## src/rtl/mem_access_pkg.sv

```systemverilog
// mem_access_pkg: shared constants for the memory access unit.
// Optional build macro MEM_ACCESS_SUBWORD_EN enables byte/halfword accesses.
package mem_access_pkg;

  localparam int unsigned DATA_W     = 32;
  localparam int unsigned ADDR_W     = 32;
  localparam int unsigned MEM_IDX_HI = 11;
  localparam int unsigned MEM_IDX_LO = 2;
  localparam int unsigned STATE_W    = 3;

  // FSM state encoding
  localparam logic [STATE_W-1:0] ST_IDLE   = 3'd0;
  localparam logic [STATE_W-1:0] ST_RD     = 3'd1;
`ifdef MEM_ACCESS_SUBWORD_EN
  localparam logic [STATE_W-1:0] ST_RMW_RD = 3'd2;
`endif
  localparam logic [STATE_W-1:0] ST_WR     = 3'd3;
  localparam logic [STATE_W-1:0] ST_RESP   = 3'd4;

  // ReqSize codes
  localparam logic [1:0] SIZE_B = 2'b00;
  localparam logic [1:0] SIZE_H = 2'b01;
  localparam logic [1:0] SIZE_W = 2'b10;
  localparam logic [1:0] SIZE_X = 2'b11;

  // Request fields captured at acceptance
  typedef struct packed {
    logic              write;
    logic [1:0]        size;
    logic              zero_ext;
    logic [ADDR_W-1:0] addr;
    logic [DATA_W-1:0] wdata;
  } req_t;

  // True when the size is supported and the address is naturally aligned
  function automatic logic req_is_legal(input logic [1:0] size, input logic [1:0] lane);
`ifdef MEM_ACCESS_SUBWORD_EN
    case (size)
      SIZE_B:  return 1'b1;
      SIZE_H:  return ~lane[0];
      SIZE_W:  return (lane == 2'b00);
      default: return 1'b0;
    endcase
`else
    return (size == SIZE_W) && (lane == 2'b00);
`endif
  endfunction

endpackage

```

## src/rtl/mem_access_unit_lane_align.sv

```systemverilog
// mem_lane_align: little-endian lane extraction for loads and lane merge for stores.
// Sub-word paths exist only with MEM_ACCESS_SUBWORD_EN; otherwise words pass straight through.
module mem_lane_align
  import mem_access_pkg::*;
(
  input  logic [1:0]        size,
  input  logic [1:0]        lane,
  input  logic              zero_ext,
  input  logic [DATA_W-1:0] read_word,
  input  logic [DATA_W-1:0] old_word,
  input  logic [DATA_W-1:0] store_data,
  output logic [DATA_W-1:0] load_data,
  output logic [DATA_W-1:0] merged_word
);

`ifdef MEM_ACCESS_SUBWORD_EN
  logic [7:0]  byte_sel;
  logic [15:0] half_sel;

  // Select the addressed lane and sign- or zero-extend it
  always_comb begin
    byte_sel = read_word[{lane, 3'b000} +: 8];
    half_sel = lane[1] ? read_word[31:16] : read_word[15:0];
    case (size)
      SIZE_B:  load_data = {{24{~zero_ext & byte_sel[7]}}, byte_sel};
      SIZE_H:  load_data = {{16{~zero_ext & half_sel[15]}}, half_sel};
      default: load_data = read_word;
    endcase
  end

  // Replace only the addressed lane(s) of the previously read word
  always_comb begin
    merged_word = old_word;
    case (size)
      SIZE_B: merged_word[{lane, 3'b000} +: 8] = store_data[7:0];
      SIZE_H: begin
        if (lane[1]) merged_word[31:16] = store_data[15:0];
        else         merged_word[15:0]  = store_data[15:0];
      end
      default: merged_word = store_data;
    endcase
  end
`else
  logic unused_inputs;

  // Word-only build: data passes through untouched
  always_comb begin
    load_data     = read_word;
    merged_word   = store_data;
    unused_inputs = ^{size, lane, zero_ext, old_word};
  end
`endif

endmodule

```

## src/rtl/mem_access_unit.sv

```systemverilog
// mem_access_unit: single-outstanding load/store sequencer in front of a word data memory.
// Optional build macro MEM_ACCESS_SUBWORD_EN adds byte/half loads and read-modify-write stores.
module mem_access_unit
  import mem_access_pkg::*;
(
  input  logic              Clk,
  input  logic              Reset,
  input  logic              ReqValid,
  output logic              ReqReady,
  input  logic              ReqWrite,
  input  logic [1:0]        ReqSize,
  input  logic              ReqUnsigned,
  input  logic [ADDR_W-1:0] ReqAddr,
  input  logic [DATA_W-1:0] ReqWData,
  output logic              RspValid,
  output logic [DATA_W-1:0] RspData,
  output logic              RspError,
  output logic [ADDR_W-1:0] Address,
  output logic [DATA_W-1:0] WriteData,
  output logic              MemWrite,
  output logic              MemRead,
  input  logic [DATA_W-1:0] ReadData
);

  logic [STATE_W-1:0] state_q;
  logic [STATE_W-1:0] state_d;
  req_t               req_q;
  logic               err_q;
  logic [DATA_W-1:0]  rsp_data_q;
  logic [DATA_W-1:0]  rmw_word;
  logic [DATA_W-1:0]  load_data_c;
  logic [DATA_W-1:0]  merged_c;
  logic               legal_c;
  logic               accept_c;

  assign legal_c  = req_is_legal(ReqSize, ReqAddr[1:0]);
  assign accept_c = ReqValid & ReqReady;

`ifdef MEM_ACCESS_SUBWORD_EN
  logic [DATA_W-1:0] rmw_q;

  // Hold the word read during RMW_RD for the merge in WR
  always_ff @(posedge Clk) begin
    if (Reset)                    rmw_q <= '0;
    else if (state_q == ST_RMW_RD) rmw_q <= ReadData;
  end

  assign rmw_word = rmw_q;
`else
  assign rmw_word = '0;
`endif

  mem_lane_align u_lane_align (
    .size        (req_q.size),
    .lane        (req_q.addr[1:0]),
    .zero_ext    (req_q.zero_ext),
    .read_word   (ReadData),
    .old_word    (rmw_word),
    .store_data  (req_q.wdata),
    .load_data   (load_data_c),
    .merged_word (merged_c)
  );

  // State register
  always_ff @(posedge Clk) begin
    if (Reset) state_q <= ST_IDLE;
    else       state_q <= state_d;
  end

  // Next state and state-decoded interface signals; Reset forces everything quiet
  always_comb begin
    state_d   = state_q;
    ReqReady  = 1'b0;
    RspValid  = 1'b0;
    RspError  = 1'b0;
    RspData   = rsp_data_q;
    MemRead   = 1'b0;
    MemWrite  = 1'b0;
    Address   = '0;
    WriteData = '0;
    case (state_q)
      ST_IDLE: begin
        ReqReady = 1'b1;
        if (ReqValid) begin
          if (!legal_c)                state_d = ST_RESP;
          else if (!ReqWrite)          state_d = ST_RD;
`ifdef MEM_ACCESS_SUBWORD_EN
          else if (ReqSize != SIZE_W)  state_d = ST_RMW_RD;
`endif
          else                         state_d = ST_WR;
        end
      end
      ST_RD: begin
        MemRead = 1'b1;
        Address = req_q.addr;
        state_d = ST_RESP;
      end
`ifdef MEM_ACCESS_SUBWORD_EN
      ST_RMW_RD: begin
        MemRead = 1'b1;
        Address = req_q.addr;
        state_d = ST_WR;
      end
`endif
      ST_WR: begin
        MemWrite  = 1'b1;
        Address   = req_q.addr;
        WriteData = merged_c;
        state_d   = ST_RESP;
      end
      ST_RESP: begin
        RspValid = 1'b1;
        RspError = err_q;
        state_d  = ST_IDLE;
      end
      default: state_d = ST_IDLE;
    endcase
    if (Reset) begin
      state_d   = ST_IDLE;
      ReqReady  = 1'b0;
      RspValid  = 1'b0;
      RspError  = 1'b0;
      RspData   = '0;
      MemRead   = 1'b0;
      MemWrite  = 1'b0;
      Address   = '0;
      WriteData = '0;
    end
  end

  // Capture the request at acceptance and the load result in RD
  always_ff @(posedge Clk) begin
    if (Reset) begin
      req_q      <= '0;
      err_q      <= 1'b0;
      rsp_data_q <= '0;
    end else begin
      if (accept_c) begin
        req_q <= '{write: ReqWrite, size: ReqSize, zero_ext: ReqUnsigned,
                   addr: ReqAddr, wdata: ReqWData};
        err_q <= ~legal_c;
      end
      if (state_q == ST_RD) rsp_data_q <= load_data_c;
    end
  end

endmodule

```

## config.mk

```make
export PLATFORM = sky130hd
export DESIGN_NAME = mem_access_unit
export DESIGN_NICKNAME = d
export VERILOG_FILES = /design/src/rtl/mem_access_pkg.sv /design/src/rtl/mem_access_unit_lane_align.sv /design/src/rtl/mem_access_unit.sv
export SDC_FILE = /design/constraint.sdc
export NUM_CORES = 1
export LEC_CHECK = 0
export CAP_MARGIN = 25
export CORE_MARGIN = 4
export CORE_UTILIZATION = 44
export DETAILED_ROUTE_END_ITERATION = 10
export PLACE_DENSITY_LB_ADDON = 0.15
export SYNTH_ARGS = -nofsm -noshare
export SYNTH_HDL_FRONTEND = slang
export SYNTH_HIERARCHICAL = 1
export SYNTH_SLANG_ARGS = --single-unit
```

## constraint.sdc

```tcl
create_clock -name Clk -period 1.6 [get_ports Clk]
set_input_delay 0.16 -clock Clk [delete_from_list [all_inputs] [get_ports Clk]]
set_output_delay 0.16 -clock Clk [all_outputs]
set_load 0.01 [all_outputs]
```

Yosys cells after proc, flatten, opt, wreduce, memory -nomap -nowiden

Cells that the tools add are included.

Multiplexer cells: 19
Multipliers: 0
Shift operators: 0
Bitwise logic cells: 2
$lt $le $gt $ge: 0
$add $sub $neg: 0
Equality and inequality tests: 5
Divide/modulo/power cells: 0
Reduce and logical (&&, ||, !) cells: 4

Operators with widths:

| cell                                                             | number |
|---|---|
| 32-bit 2-to-1 mux                                                | 5 |
| 1-bit 2-to-1 mux                                                 | 10 |
| 3-bit 2-to-1 mux                                                 | 2 |
| 3-bit one-hot mux with 2 select lines                            | 1 |
| 3-bit by 1-bit == test with 1-bit output (second input constant) | 1 |
| 3-bit by 2-bit == test with 1-bit output (second input constant) | 1 |
| 3-bit == test (second input constant)                            | 1 |
| 3-bit zero test                                                  | 1 |
| 2-bit == test (second input constant)                            | 1 |
| 2-bit zero test                                                  | 1 |
| 2-bit 2-to-1 mux                                                 | 1 |
| 2-bit != test (second input constant)                            | 1 |
| 2-bit OR reduction                                               | 1 |
| 1-bit AND                                                        | 1 |
| 1-bit logical AND                                                | 1 |
| 1-bit NOT                                                        | 1 |

Memories kept: 0
ROM bits: 0
Bits in latches: 0
Flip-flop bits (word level): 100
Bits in writable memories: 0
Input port bits: 103
Output and inout bits: 101
Logic and storage cells: 35

Depth between registers and ports, before layout

Depth after elaboration: 5
Gate-level depth with buffers: 5
Depth with buffers taken out: 3

Cells and area by module

The synthesis kept the hierarchy.

Modules (own cells, without submodules):

| module          | cells each | seq. area each (µm²) | area an instance (µm²) | instances |
|---|---|---|---|---|
| mem_access_unit | 415        | 2062.0               | 4528.1                 | 1 |
| mem_lane_align  | 64         | 0.0                  | 480.5                  | 1 |

Worst setup path before layout

OpenSTA, ideal clock, no wires.

Path kind: reg2reg
Start: register state_q[2]
End: register req_q[11] (netlist bit)
Path buffers: 2
Data required time: 1.479 ns
Path slack: 0.040 ns
Clock period less this slack: 1.560 ns
Setup time: 0.121 ns
Data arrival time: 1.438 ns
Stages on the path, launching flop included: 6
Cells stage by stage: dfxtp_1 -> nor4_4 -> nand2_2 -> buf_6 -> buf_6 -> mux2_4

Longest elaborated chain between the ends: 4

RTL lines:

| element                | line                   | RTL |
|---|---|---|
| from (decl)            | mem_access_unit.sv:25  | `logic [STATE_W-1:0] state_q;` |
| from (signal assigned) | mem_access_unit.sv:67  | `else state_q <= state_d;` |
| 3-bit zero test        | mem_access_unit.sv:81  | `case (state_q)` |
| 1-bit 2-to-1 mux       | mem_access_unit.sv:81  |  |
| 1-bit 2-to-1 mux       | mem_access_unit.sv:118 | `if (Reset) begin` |
| via ReqReady           | mem_access_unit.sv:9   | `output logic ReqReady,` |
| 1-bit AND              | mem_access_unit.sv:37  | `assign accept_c = ReqValid & ReqReady;` |
| to (signal assigned)   | mem_access_unit.sv:139 | `req_q <= '{write: ReqWrite, size: ReqSize, zero_ext: ReqUnsigned,` |
| to (decl)              | mem_access_unit.sv:27  | `req_t req_q;` |

The timed path passes the listed nets, and every way through them passes these cells.
A chain may end at the register's enable or synchronous reset.

Final worst setup path

Start: register state_q[0]
End: register req_q[27] (netlist bit)

Longest elaborated chain between the ends: 4

RTL lines:

| element          | line |
|---|---|
| 3-bit zero test  | mem_access_unit.sv:81 |
| 1-bit 2-to-1 mux | mem_access_unit.sv:81 |
| 1-bit 2-to-1 mux | mem_access_unit.sv:118 |
| 1-bit AND        | mem_access_unit.sv:37 |

Every way passes these cells.

==> reports/qor.yml <==
detailed_routing:
  num_vias: 3617
  routedWlPerCell_um: 16.6
  vias_per_cell: 4.71
  first_iter_violations: 151
  first_pass_iters: 4
  wl_um: 12700
  drc: 0
  drtAntennaViolNets: 0
clocking:
  numCtsBuffers: 9
  clock_path_buffers: 2
  insertion_delay_ps: 350
  clkSinkCount: 100
  cts_tree: "yes"
  htreeDepth: 3
  cts-root-buf: "clkbuf_8"
  clk_pin_slew_ps: 90
grt:
  grt.overflow.total: 0
  grt_pass1_vias: 3768
  grt_first_pass_wirelength_um: 19200
  antenna_found_initial: 0
  grt_usage: 0.186
  grt_start_max_net_pins: 43
sta:
  fin_skew_ps: 4.89
  rsz0062_at_grt: "true"
  setup_viol: 83
  finalMaxSlewViolations: 0
  tightest_slew_ps: 402
  final-hold-violation-count: 0
  post-route-min-period_ps: 1750
  setup_slack_ps: -153
  max_freq_mhz: 570
  period_share: 1.10
  relSlewSlack: 0.728
power_and_ir_drop:
  p_int_uw: 3870
  p_switching_uw: 1110
  combinationalPowerShare: 0.163
  p_leak_uw: 0.00359
  p_seq_frac: 0.538
  clkPwrFrac: 0.300
  vdd_drop_max_mv: 0.411
  power-per-cell-area_nw_per_um2: 681
  swShare: 0.223
critical_path:
  critPathTopFamily: "buffers and inverters"
  crit_path_top_delay_cell: "dfxtp_2"
  path_buf_inv: 4
  critPathCaptureType: "flip-flop"
  worstPathCellList: "buf_6 > nor4_4 > nand2_4 > buf_12 > buf_12 > buf_16 > mux2_4"
  max_stage_delay_ps: 350
  critPathRequiredTime_ps: 1850
  r2r_start: "state_q[0]"
  cp-startpoint: "state_q[0]"
  critical_path_class: "flip-flop to flip-flop"
  path_max_fanout: 5
  crit_top_cell: "buf_12"
  start_kind: "flip-flop"
  rrSetupSlack_ps: -150
  crit_arrival_ps: 2000
yosys:
  synthesis.nets: 572
  synth_area_per_cell_sq_um: 10.4
  synth_cells: 469
  ys_warn_count: 6
  netlist_area_sq_um: 4890
floorplan:
  pin_count: 204
  die-area_sq_um: 12900
  die_w_um: 113
  initial_core_util: 0.451
  core_sq_um: 10800
  die-height_um: 113
  placementRows: 38
placed_design:
  gp_congestion: 0.724
  pre_cts_ws_ps: -148
  hpwl_um: 8120
  placed_cells: 732
  port_buffers: 202
flow_run:
  maxCapViolCount: 0
cells_and_area:
  fill_cells: 849
  syn_to_final_growth_pct: 49.3
  drive_gt1_frac: 0.366
  fin_nets: 728
  fin_cells: 768
  n_antenna_cell: 0
run_status:
  outcome: "complete, but fails checks"
  violations: "negative setup slack"
worst_hold_path:
  holdCritStartpoint: "Reset"
  min_path_type: "primary input to flip-flop"
-- routing by layer --
layer	global-route usage	up-vias	part of all wire
li1	-	1788	-
met1	0.227	1672	0.42
met2	0.305	139	0.48
met3	0.0684	18	0.090
met5	0	-	0
met4	0.0609	0	0.017
-- metrics by stage --
stage	area (sq um)	hold slack [ps]	TNS, ps	power (uW)	utilization
floorplan	4890	282	0	3200	-
global placement	6620	501	-2910	3400	0.611
detailed placement	6620	511	-4320	3410	0.611
CTS	6910	190	-9130	4980	0.638
global route	7300	214	-12760	5230	0.674
finish	7300	218	-7750	4980	0.674
-- placed cells by master (no fill, tap or decap), types with 9 or more instances in the layout --
cell and instances:
dlygate4sd2_1 9, o22a_1 32, dlymetal6s2s_1 23, clkdlybuf4s50_1 100
clkbuf_2 28, buf_12 10, nor2b_1 124, mux2_4 30
buf_6 40, mux2_2 34, and2_4 29, dfxtp_1 97
clkbuf_8 12
-- flip-flops by register name, indices dropped and copies added, names as in the netlist --
| name | flops |
|---|---|
| rsp_data_q | 32 |
| state_q | 3 |
| err_q | 1 |
| req_q | 64 |
-- cell type report --
| type | count | area [sq um] | share of cell area |
|---|---|---|---|
| Clock buffer | 12 | 165 | 0.0226 |
| Clock inverter | 2 | 10.0 | 0.00137 |
| Inverter | 2 | 7.51 | 0.00103 |
| Multi-Input combinational cell | 272 | 2370 | 0.324 |
| Sequential cell | 100 | 2010 | 0.275 |
| Tap cell | 140 | 175 | 0.0240 |
| Timing Repair Buffer | 240 | 2570 | 0.352 |
-- power by group through the flow --
| stage | Sequential [uW] | Combinational [uW] | Clock (uW) |
|---|---|---|---|
| after floorplan | 2710 | 489 | 0 |
| after global placement | 2730 | 670 | 0 |
| after global routing | 2690 | 866 | 1670 |
| after CTS | 2670 | 770 | 1540 |
| final | 2680 | 811 | 1490 |
| after detailed placement | 2730 | 688 | 0 |
-- worst min-delay path, cell delays in order --
cell    delay [ps]
buf_4          120
buf_4          180
nor3_1          70
-- final timing paths --
| path | end | depth (start not counted) |
|---|---|---|
| min | err_q | 3 |
| max | req_q[27] | 7 |
| min reg2reg | err_q | 2 |
| max reg2reg | req_q[27] | 7 |
-- timing repair --
item | in CTS | in global routing
endpoints found under the hold margin | 0 | 0
pin swaps | 5 | 31
endpoints found under the setup margin | 119 | 144
cloned | 5 | 6
hold buffers | 0 | 0
setup buffers | 8 | 8
resized for setup | 229 | 167
Power figures use the tool's default switching activity.
